===== src/rtl/apb_master_ctrl_if.sv =====
// Bundle of the command port, response port and APB3 bus around apb_master_ctrl.
// The master modport is the bridge's view; slave is the view of whatever surrounds it.
interface apb_master_ctrl_if #(
    parameter int ADDR_WIDTH = 32,
    parameter int DATA_WIDTH = 32
);
    logic                  cmd_valid;
    logic                  cmd_ready;
    logic                  cmd_write;
    logic [ADDR_WIDTH-1:0] cmd_addr;
    logic [DATA_WIDTH-1:0] cmd_wdata;

    logic                  rsp_valid;
    logic                  rsp_ready;
    logic [DATA_WIDTH-1:0] rsp_rdata;
    logic                  rsp_err;
    logic                  rsp_timeout;

    logic                  PSEL;
    logic                  PENABLE;
    logic                  PWRITE;
    logic [ADDR_WIDTH-1:0] PADDR;
    logic [DATA_WIDTH-1:0] PWDATA;
    logic [DATA_WIDTH-1:0] PRDATA;
    logic                  PREADY;
    logic                  PSLVERR;

    modport master (
        input  cmd_valid, cmd_write, cmd_addr, cmd_wdata, rsp_ready,
        input  PRDATA, PREADY, PSLVERR,
        output cmd_ready, rsp_valid, rsp_rdata, rsp_err, rsp_timeout,
        output PSEL, PENABLE, PWRITE, PADDR, PWDATA
    );

    modport slave (
        output cmd_valid, cmd_write, cmd_addr, cmd_wdata, rsp_ready,
        output PRDATA, PREADY, PSLVERR,
        input  cmd_ready, rsp_valid, rsp_rdata, rsp_err, rsp_timeout,
        input  PSEL, PENABLE, PWRITE, PADDR, PWDATA
    );
endinterface


===== src/rtl/apb_master_ctrl.sv =====
// Single-outstanding command-to-APB3 bridge with PREADY timeout.
// Every output is a register; the comb process computes next values for all of them.
module apb_master_ctrl #(
    parameter int ADDR_WIDTH     = 32,
    parameter int DATA_WIDTH     = 32,
    parameter int TIMEOUT_CYCLES = 16
) (
    input  logic                 PCLK,
    input  logic                 PRESET,
    apb_master_ctrl_if.master    bus,
    output logic [1:0]           o_dbg_state
);
    // Handshakes: a beat transfers on the posedge where valid && ready are both 1;
    // the sender holds its payload stable while valid is high and ready is low.

    localparam int WCW = (TIMEOUT_CYCLES > 0) ? $clog2(TIMEOUT_CYCLES + 1) : 1;
    localparam logic [WCW-1:0] CNT_MAX = '1;
    localparam logic [WCW-1:0] TO_VAL  = WCW'(TIMEOUT_CYCLES);

    typedef enum logic [1:0] {
        IDLE   = 2'd0,
        SETUP  = 2'd1,
        ACCESS = 2'd2,
        RESP   = 2'd3
    } state_t;

    state_t                r_state, w_state_d;
    logic [WCW-1:0]        r_wait_cnt, w_wait_cnt_d, w_cnt_inc;
    logic                  r_cmd_ready, w_cmd_ready_d;
    logic                  r_rsp_valid, w_rsp_valid_d;
    logic [DATA_WIDTH-1:0] r_rsp_rdata, w_rsp_rdata_d;
    logic                  r_rsp_err, w_rsp_err_d;
    logic                  r_rsp_timeout, w_rsp_timeout_d;
    logic                  r_psel, w_psel_d;
    logic                  r_penable, w_penable_d;
    logic                  r_pwrite, w_pwrite_d;
    logic [ADDR_WIDTH-1:0] r_paddr, w_paddr_d;
    logic [DATA_WIDTH-1:0] r_pwdata, w_pwdata_d;

    assign w_cnt_inc = (r_wait_cnt == CNT_MAX) ? r_wait_cnt : r_wait_cnt + WCW'(1);

    always_comb begin
        w_state_d       = r_state;
        w_wait_cnt_d    = r_wait_cnt;
        w_cmd_ready_d   = r_cmd_ready;
        w_rsp_valid_d   = r_rsp_valid;
        w_rsp_rdata_d   = r_rsp_rdata;
        w_rsp_err_d     = r_rsp_err;
        w_rsp_timeout_d = r_rsp_timeout;
        w_psel_d        = r_psel;
        w_penable_d     = r_penable;
        w_pwrite_d      = r_pwrite;
        w_paddr_d       = r_paddr;
        w_pwdata_d      = r_pwdata;
        case (r_state)
            IDLE: begin
                if (bus.cmd_valid && r_cmd_ready) begin
                    w_pwrite_d    = bus.cmd_write;
                    w_paddr_d     = bus.cmd_addr;
                    w_pwdata_d    = bus.cmd_wdata;
                    w_psel_d      = 1'b1;
                    w_cmd_ready_d = 1'b0;
                    w_wait_cnt_d  = '0;
                    w_state_d     = SETUP;
                end
            end
            SETUP: begin
                w_penable_d = 1'b1;
                w_state_d   = ACCESS;
            end
            ACCESS: begin
                if (bus.PREADY) begin
                    w_rsp_rdata_d   = r_pwrite ? '0 : bus.PRDATA;
                    w_rsp_err_d     = bus.PSLVERR;
                    w_rsp_timeout_d = 1'b0;
                    w_psel_d        = 1'b0;
                    w_penable_d     = 1'b0;
                    w_rsp_valid_d   = 1'b1;
                    w_state_d       = RESP;
                end else begin
                    w_wait_cnt_d = w_cnt_inc;
                    // Abort on the edge that completes the last permitted wait cycle.
                    if (TIMEOUT_CYCLES != 0 && w_cnt_inc == TO_VAL) begin
                        w_rsp_rdata_d   = '0;
                        w_rsp_err_d     = 1'b1;
                        w_rsp_timeout_d = 1'b1;
                        w_psel_d        = 1'b0;
                        w_penable_d     = 1'b0;
                        w_rsp_valid_d   = 1'b1;
                        w_state_d       = RESP;
                    end
                end
            end
            RESP: begin
                if (bus.rsp_ready) begin
                    w_rsp_valid_d = 1'b0;
                    w_cmd_ready_d = 1'b1;
                    w_state_d     = IDLE;
                end
            end
            default: w_state_d = IDLE;
        endcase
    end

    always_ff @(posedge PCLK) begin
        if (PRESET) begin
            r_state <= IDLE;
        end else begin
            r_state <= w_state_d;
        end
    end

    always_ff @(posedge PCLK) begin
        if (PRESET) begin
            r_wait_cnt    <= '0;
            r_cmd_ready   <= 1'b1;
            r_rsp_valid   <= 1'b0;
            r_rsp_rdata   <= '0;
            r_rsp_err     <= 1'b0;
            r_rsp_timeout <= 1'b0;
            r_psel        <= 1'b0;
            r_penable     <= 1'b0;
            r_pwrite      <= 1'b0;
            r_paddr       <= '0;
            r_pwdata      <= '0;
        end else begin
            r_wait_cnt    <= w_wait_cnt_d;
            r_cmd_ready   <= w_cmd_ready_d;
            r_rsp_valid   <= w_rsp_valid_d;
            r_rsp_rdata   <= w_rsp_rdata_d;
            r_rsp_err     <= w_rsp_err_d;
            r_rsp_timeout <= w_rsp_timeout_d;
            r_psel        <= w_psel_d;
            r_penable     <= w_penable_d;
            r_pwrite      <= w_pwrite_d;
            r_paddr       <= w_paddr_d;
            r_pwdata      <= w_pwdata_d;
        end
    end

    assign bus.cmd_ready   = r_cmd_ready;
    assign bus.rsp_valid   = r_rsp_valid;
    assign bus.rsp_rdata   = r_rsp_rdata;
    assign bus.rsp_err     = r_rsp_err;
    assign bus.rsp_timeout = r_rsp_timeout;
    assign bus.PSEL        = r_psel;
    assign bus.PENABLE     = r_penable;
    assign bus.PWRITE      = r_pwrite;
    assign bus.PADDR       = r_paddr;
    assign bus.PWDATA      = r_pwdata;
    assign o_dbg_state     = r_state;
endmodule


===== src/flat_wrapper.sv =====
// flat-port wrapper written by rule: the top's interface ports become plain ports
module apb_master_ctrl_flat 
#(
    parameter int ADDR_WIDTH     = 32,
    parameter int DATA_WIDTH     = 32,
    parameter int TIMEOUT_CYCLES = 16
)
  (PCLK, PRESET, o_dbg_state, bus_cmd_valid, bus_cmd_write, bus_cmd_addr, bus_cmd_wdata, bus_rsp_ready, bus_PRDATA, bus_PREADY, bus_PSLVERR, bus_cmd_ready, bus_rsp_valid, bus_rsp_rdata, bus_rsp_err, bus_rsp_timeout, bus_PSEL, bus_PENABLE, bus_PWRITE, bus_PADDR, bus_PWDATA);
  apb_master_ctrl_if #(.ADDR_WIDTH(ADDR_WIDTH), .DATA_WIDTH(DATA_WIDTH)) bus_i ();
  input  logic PCLK;
  input  logic PRESET;
  output logic [1:0] o_dbg_state;
  input wire logic [$bits(bus_i.cmd_valid)-1:0] bus_cmd_valid;
  input wire logic [$bits(bus_i.cmd_write)-1:0] bus_cmd_write;
  input wire logic [$bits(bus_i.cmd_addr)-1:0] bus_cmd_addr;
  input wire logic [$bits(bus_i.cmd_wdata)-1:0] bus_cmd_wdata;
  input wire logic [$bits(bus_i.rsp_ready)-1:0] bus_rsp_ready;
  input wire logic [$bits(bus_i.PRDATA)-1:0] bus_PRDATA;
  input wire logic [$bits(bus_i.PREADY)-1:0] bus_PREADY;
  input wire logic [$bits(bus_i.PSLVERR)-1:0] bus_PSLVERR;
  output wire logic [$bits(bus_i.cmd_ready)-1:0] bus_cmd_ready;
  output wire logic [$bits(bus_i.rsp_valid)-1:0] bus_rsp_valid;
  output wire logic [$bits(bus_i.rsp_rdata)-1:0] bus_rsp_rdata;
  output wire logic [$bits(bus_i.rsp_err)-1:0] bus_rsp_err;
  output wire logic [$bits(bus_i.rsp_timeout)-1:0] bus_rsp_timeout;
  output wire logic [$bits(bus_i.PSEL)-1:0] bus_PSEL;
  output wire logic [$bits(bus_i.PENABLE)-1:0] bus_PENABLE;
  output wire logic [$bits(bus_i.PWRITE)-1:0] bus_PWRITE;
  output wire logic [$bits(bus_i.PADDR)-1:0] bus_PADDR;
  output wire logic [$bits(bus_i.PWDATA)-1:0] bus_PWDATA;
  assign bus_i.cmd_valid = bus_cmd_valid;
  assign bus_i.cmd_write = bus_cmd_write;
  assign bus_i.cmd_addr = bus_cmd_addr;
  assign bus_i.cmd_wdata = bus_cmd_wdata;
  assign bus_i.rsp_ready = bus_rsp_ready;
  assign bus_i.PRDATA = bus_PRDATA;
  assign bus_i.PREADY = bus_PREADY;
  assign bus_i.PSLVERR = bus_PSLVERR;
  assign bus_cmd_ready = bus_i.cmd_ready;
  assign bus_rsp_valid = bus_i.rsp_valid;
  assign bus_rsp_rdata = bus_i.rsp_rdata;
  assign bus_rsp_err = bus_i.rsp_err;
  assign bus_rsp_timeout = bus_i.rsp_timeout;
  assign bus_PSEL = bus_i.PSEL;
  assign bus_PENABLE = bus_i.PENABLE;
  assign bus_PWRITE = bus_i.PWRITE;
  assign bus_PADDR = bus_i.PADDR;
  assign bus_PWDATA = bus_i.PWDATA;
  apb_master_ctrl #(.ADDR_WIDTH(ADDR_WIDTH), .DATA_WIDTH(DATA_WIDTH), .TIMEOUT_CYCLES(TIMEOUT_CYCLES)) u_core (.PCLK(PCLK), .PRESET(PRESET), .bus(bus_i), .o_dbg_state(o_dbg_state));
endmodule

===== config.mk =====
export PLATFORM = sky130hd
export DESIGN_NAME = apb_master_ctrl_flat
export DESIGN_NICKNAME = d
export VERILOG_FILES = /design/src/rtl/apb_master_ctrl_if.sv /design/src/rtl/apb_master_ctrl.sv /design/src/flat_wrapper.sv
export SDC_FILE = /design/constraint.sdc
export NUM_CORES = 1
export LEC_CHECK = 0
export ABC_AREA = 1
export BUFFER_PORTS_ARGS = -buffer_cell sky130_fd_sc_hd__buf_2
export CELL_PAD_IN_SITES_DETAIL_PLACEMENT = 0
export CELL_PAD_IN_SITES_GLOBAL_PLACEMENT = 1
export CORE_ASPECT_RATIO = 2
export CORE_MARGIN = 4
export CORE_UTILIZATION = 32
export CTS_CLUSTER_SIZE = 14
export DETAILED_ROUTE_END_ITERATION = 12
export PLACE_DENSITY_LB_ADDON = 0.1
export SKIP_CTS_REPAIR_TIMING = 1
export SLEW_MARGIN = 20
export SYNTH_ARGS = -nofsm -noshare
export SYNTH_HDL_FRONTEND = slang
export SYNTH_SLANG_ARGS = --single-unit

===== constraint.sdc =====
create_clock -name PCLK -period 1.8 [get_ports PCLK]
set_input_delay 0.27 -clock PCLK [delete_from_list [all_inputs] [get_ports PCLK]]
set_output_delay 0.27 -clock PCLK [all_outputs]
set_load 0.005 [all_outputs]

==> impl_metrics.py, run 1 <==
metrics = {
    "run_status": {
        "status": "finished clean",
    },
    "yosys": {
        "synth_fp_nets": 747,
        "yosys.area.top_type_share": 0.485,
        "netlist_area_before_placement_um2": 4540,
        "synth.most_common_cell": "nor2_1",
        "ys.flop_type": "dfxtp_1",
        "post_synth_most_frequent_cells": "nor2_1, dfxtp_1, o21ai_0",
        "synth.yosys.warnings": 0,
        "ys_seq_area_frac": 0.485,
        "ys_ff_latch": 110,
        "netlist_top_cells_area": "dfxtp_1, nor2_1, o21ai_0",
        "synthDominantAreaCellType": "dfxtp_1",
        "postSynth.asyncResetShare": 0,
        "synthCells": 640,
        "synth.distinct_cells": 22,
        "syn_area_per_cell_um2": 7.09,
        "synth_edf_count": 0,
    },
    "clock_network": {
        "ctsHtreeMaxLevel": 3,
        "cts_tree": "yes",
        "cts.clk_slew.worst_paths_ns": 0.08,
        "cts.sink_count": 110,
        "numCtsBuffers": 9,
        "clockRootBuffer": "clkbuf_16",
        "clkLatencyLatePin_ns": 0.35,
        "clock_path_buffers": 2,
    },
    "timing": {
        "fmaxAchievable_ghz": 0.602,
        "worst_clk_skew_ns": 0.00883,
        "period_needed_ns": 1.66,
        "setup_slack_ns": 0.140,
        "final_max_slew_viol_count": 0,
        "min_period_over_period": 0.922,
        "hold_violations": 0,
        "final-setup-viol-count": 0,
        "worst_slew_margin_rel": 0.756,
        "timing_worst_slew_pin_value_ns": 0.366,
    },
    "pwr": {
        "power_leakage_uw": 0.00339,
        "irDropWorstVdd_mv": 0.653,
        "post-layout-total-power_uw": 8420,
        "p_per_area_nw_per_um2": 1370,
    },
    "setup_path": {
        "worst_ep_required_time_ns": 2.04,
        "timing.critical_path.mode_cell": "nand2_1",
        "crit_chain": "ha_2, nand4_1, nand2_1, nand2_2, nand4_4, buf_12, nand3b_1, nand2_1, nor2_1",
        "worst-path-buf-inv": 1,
        "element_type_at_the_critical_path_start": "flop",
        "cp-end-kind": "flop",
        "path_delay_family": "simple AND/OR/NAND/NOR gates",
        "worstPathArrival_ns": 1.90,
        "worstPathMaxFanout": 32,
        "slowest_stage": "dfxtp_1",
        "worst_path_largest_cell_delay_ns": 0.35,
        "worst-setup-path-type": "reg -> reg",
    },
    "placed_design": {
        "place_area_um2": 5810,
        "preCtsSetupSlack_ns": 0.0516,
        "hpwl_um": 10100,
        "routability_congestion": 0.806,
        "buffer_ports.inserted": 207,
    },
    "min_path": {
        "min_path_type": "in -> reg",
    },
    "floorplan": {
        "floorplan.core_area_um2": 13900,
        "fp.dieArea_um2": 16300,
        "chipHeight_um": 176,
        "ios": 208,
        "std_cell_rows": 61,
        "start_util": 0.327,
        "die-width_um": 92.2,
    },
    "cells_and_area": {
        "stdcell_area_um2": 6140,
        "insertedDiodeCount": 0,
        "num-nets-final": 940,
        "area_of_combinational_cells_with_multiple_inputs_um2": 1980,
        "final_util": 0.442,
        "share_of_final_layout_standard_cells_stronger_than_drive_strength_1": 0.300,
        "regArea_um2": 2200,
        "synthToLayoutAreaGrowth_pct": 35.3,
        "n_fill_cell": 1532,
    },
    "global_route": {
        "globalRouteTotalUtil": 0.168,
        "grt_overflow_total": 0,
        "grt_antenna_before_repair": 1,
        "grt_first_pass_wirelength_um": 22100,
        "vias_in_the_first_global_route": 4608,
        "grt_start_max_net_pins": 64,
    },
    "detailed_routing": {
        "detail_route.first_pass.iterations": 4,
        "wirelength_um": 14000,
        "post_drt_via_cell_ratio": 4.55,
        "post-route-drc-count": 0,
        "detail_route.iter0.violations": 126,
        "wire_per_inst_um": 13.6,
        "routed-via-count": 4673,
        "drt.antenna.violating_nets": 0,
    },
    "run": {
        "maxCapViolations": 0,
    },
}
-- final timing paths --
path,end,depth (start not counted),from,slack (ns)
setup / recovery,u_core.bus.rsp_rdata[9],9,u_core.r_wait_cnt[0],0.14
hold / removal,u_core.bus.PWDATA[27],3,bus_cmd_wdata[27],0.14
setup reg to reg,u_core.bus.rsp_rdata[9],9,u_core.r_wait_cnt[0],0.14
hold reg to reg,u_core.bus.PWRITE,2,u_core.bus.PWRITE,0.47
-- flip-flops by register name, indices dropped and copies added, names as in the netlist --
register and cells:
u_core.bus.PWDATA 32, u_core.bus.rsp_valid 1, u_core.r_wait_cnt 5, u_core.bus.PSEL 1
u_core.bus.cmd_ready 1, u_core.bus.PWRITE 1, u_core.bus.PADDR 32, u_core.bus.rsp_err 1
u_core.bus.PENABLE 1, u_core.o_dbg_state 2, u_core.bus.rsp_timeout 1, u_core.bus.rsp_rdata 32
-- final cells by class --
| cell class | instances | share of cell area |
|---|---|---|
| tap | 189 | 0.0385 |
| inverter | 57 | 0.0361 |
| multi-input combinational | 435 | 0.322 |
| timing repair buffer | 220 | 0.195 |
| clock buffer | 10 | 0.0373 |
| sequential | 110 | 0.359 |
| clock inverter | 6 | 0.0120 |
-- cell usage in the layout (no fill, tap or decap) --
cell and n:
nor2_1 232, buf_2 207, dfxtp_1 110, o21ai_0 68, nand2_1 64, inv_1 53, nand3b_1 32, a21oi_1 12
clkbuf_16 9, nand3_1 8, buf_4 7, inv_6 5, buf_12 5, inv_2 3, nor2_2 3, ha_1 3
nand4_1 2, nor3_4 1, nor2_4 1, nand3_2 1, nand2_2 1, or2_2 1, nand4_4 1, nand2_4 1
inv_8 1, a21oi_2 1, nor3_1 1, o211ai_1 1, ha_2 1, clkbuf_1 1, bufinv_16 1, buf_6 1
-- cells by family after synthesis --
logic type,synth area share
buf+inv,0.0852
simple gates,0.328
compound gates,0.0910
flops,0.485
fa+ha+maj,0.0110
-- routing by layer --
metal	routed length, µm	global-route usage	vias up	share of wire
met5	13	0	-	0.00093
met4	417	0.0689	2	0.030
met3	952	0.0439	26	0.068
met2	7300	0.309	160	0.52
met1	5340	0.178	2122	0.38
li1	-	-	2363	-
-- worst min-delay path: stages --
cell    delay (ns)
buf_2         0.07
nor2_1        0.03
nor2_1        0.08
-- power breakdown --
group | switching, µW | total (µW) | internal, µW
clock network | 957 | 2060 | 1110
logic | 1710 | 2920 | 1210
registers | 321 | 3440 | 3120
-- stage by stage --
| stage | TNS, ns | cells | hold WS, ns |
|---|---|---|---|
| after global placement | 0 | 1011 | 0.456 |
| after CTS | 0 | 1027 | 0.129 |
| after global routing | -0.000244 | 1027 | 0.135 |
| after floorplan | 0 | 640 | 0.405 |
| after detailed placement | 0 | 1011 | 0.462 |
| final | 0 | 1027 | 0.136 |
Note: power is estimated with default switching activity, not from simulation.
==> run 2: changes to the inputs <==
==> constraint.sdc (replaced) <==
create_clock -name PCLK -period 1.6 [get_ports PCLK]
set_input_delay 0.24 -clock PCLK [delete_from_list [all_inputs] [get_ports PCLK]]
set_output_delay 0.24 -clock PCLK [all_outputs]
set_load 0.005 [all_outputs]
==> run 2 against run 1 <==
The run now ends with negative setup slack left. Count of clock-buffer cells in the layout did not move. Die area unchanged. Flip-flop and latch count is the same. Utilization increased by 5.5 points. Non-clock buffer count rose by 27. Routed wire length up 11%. Combinational power grew 62%. Critical endpoint is now u_core.bus.rsp_rdata[25]. Largest cell class is now multi-input gates. Highest routed layer is now met4.
==> impl_metrics.py, run 2 (synthesis gave the netlist of run 1 again) <==
metrics = {
    "run_status": {
        "status": "complete, but fails checks",
        "violations": "negative setup slack",
    },
    "cells_and_area": {
        "share_of_final_layout_standard_cells_stronger_than_drive_strength_1": 0.404,
        "num-nets-final": 968,
        "synthToLayoutAreaGrowth_pct": 52.3,
        "insertedDiodeCount": 0,
        "layout_commonest_cell": "buf_2",
        "mostFrequentLayoutCells": "buf_2, nor2_1, dfxtp_1, o21ai_0, nand2_1",
    },
    "global_route": {
        "grt_antenna_before_repair": 0,
        "grt_first_pass_wirelength_um": 22600,
        "grt_start_max_net_pins": 87,
        "vias_in_the_first_global_route": 4705,
        "grt_overflow_total": 0,
        "globalRouteTotalUtil": 0.171,
    },
    "timing": {
        "worst_slew_margin_rel": 0.761,
        "fin_setup_tns_ns": -0.427,
        "final_max_slew_viol_count": 0,
        "hold_violations": 0,
        "fmaxAchievable_ghz": 0.615,
        "setup_slack_ns": -0.0268,
        "unrepaired_setup_endpoints_after_global_routing": "yes",
        "period_needed_ns": 1.63,
        "worst_clk_skew_ns": 0.00995,
        "final-setup-viol-count": 40,
        "timing_worst_slew_pin_value_ns": 0.359,
        "min_period_over_period": 1.02,
    },
    "detailed_routing": {
        "detail_route.first_pass.iterations": 4,
        "post-route-drc-count": 0,
        "routed-via-count": 4790,
        "wire_per_inst_um": 14.7,
        "wirelength_um": 15500,
        "drt.antenna.violating_nets": 0,
        "detail_route.iter0.violations": 118,
        "post_drt_via_cell_ratio": 4.54,
    },
    "setup_path": {
        "worstPathArrival_ns": 1.91,
        "worstPathMaxFanout": 32,
        "worst-setup-path-type": "reg -> reg",
        "element_type_at_the_critical_path_start": "flop",
        "cp-end-kind": "flop",
        "worst_ep_required_time_ns": 1.88,
    },
    "floorplan": {
        "start_util": 0.327,
        "fp.dieArea_um2": 16300,
        "die-width_um": 92.2,
        "ios": 208,
        "std_cell_rows": 61,
        "chipHeight_um": 176,
        "floorplan.core_area_um2": 13900,
    },
    "clock_network": {
        "numCtsBuffers": 9,
        "clkLatencyLatePin_ns": 0.35,
        "ctsHtreeMaxLevel": 3,
        "clock_path_buffers": 2,
        "clockRootBuffer": "clkbuf_16",
        "cts.sink_count": 110,
        "cts.clk_slew.worst_paths_ns": 0.08,
        "cts_tree": "yes",
    },
    "min_path": {
        "min_path_type": "in -> reg",
    },
    "run": {
        "maxCapViolations": 0,
    },
    "placed_design": {
        "routability_congestion": 0.811,
        "hpwl_um": 10200,
        "buffer_ports.inserted": 207,
        "preCtsSetupSlack_ns": -0.125,
    },
    "pwr": {
        "p_per_area_nw_per_um2": 1560,
        "irDropWorstVdd_mv": 0.822,
        "power_leakage_uw": 0.00361,
    },
}
run 2: cell type report:
| class | count | area (µm²) |
|---|---|---|
| repair buffers | 247 | 1590 |
| inverters | 57 | 239 |
| clock inverters | 6 | 51.3 |
| well taps | 189 | 236 |
| multi-input cells | 435 | 2350 |
| fillers | 1440 | 6980 |
| flip-flops and latches | 110 | 2210 |
| clock buffers | 10 | 229 |
| repair inverters | 1 | 8.76 |
run 2: power breakdown:
part	switching, µW	internal (µW)	leakage, µW	total [µW]
registers	371	3520	0.000904	3890
clock network	1090	1090	0.000140	2180
logic	2530	2200	0.00256	4720
total	3980	6800	0.00361	10800
run 2: layer usage:
metal / global-route usage / up-vias / part of all wire
met5: 0 / - / 0
met4: 0.0633 / 0 / 0.029
met3: 0.0576 / 25 / 0.068
met2: 0.306 / 155 / 0.53
met1: 0.186 / 2190 / 0.37
li1: - / 2420 / -
run 2: worst max-delay path, stage by stage, from the launching register on:
cell and delay, ns:
dfxtp_2 0.34, ha_4 0.17, nand4_1 0.17, inv_1 0.11
nor2_4 0.17, nand4_4 0.15, buf_12 0.20, nand3b_1 0.09
nand2_1 0.05, nor2_1 0.09
run 2: worst paths after layout:
path,depth (start not counted),slack (ns),startpoint,end
hold / removal,3,0.11,bus_cmd_wdata[2],u_core.bus.PWDATA[2]
setup / recovery,9,-0.03,u_core.r_wait_cnt[1],u_core.bus.rsp_rdata[25]
setup reg to reg,9,-0.03,u_core.r_wait_cnt[1],u_core.bus.rsp_rdata[25]
hold reg to reg,2,0.48,u_core.bus.rsp_timeout,u_core.bus.rsp_timeout
run 2: through the flow:
stage / hold WS [ns] / total power (µW) / cell area, µm² / std cells / utilization
after floorplan: 0.375 / 5720 / 4540 / 640 / -
after global placement: 0.463 / 7290 / 5880 / 1021 / 0.424
after detailed placement: 0.467 / 7370 / 5880 / 1021 / 0.424
after CTS: 0.0918 / 9610 / 6160 / 1037 / 0.444
after global routing: 0.0983 / 11600 / 6910 / 1055 / 0.497
final: 0.106 / 10800 / 6910 / 1055 / 0.497
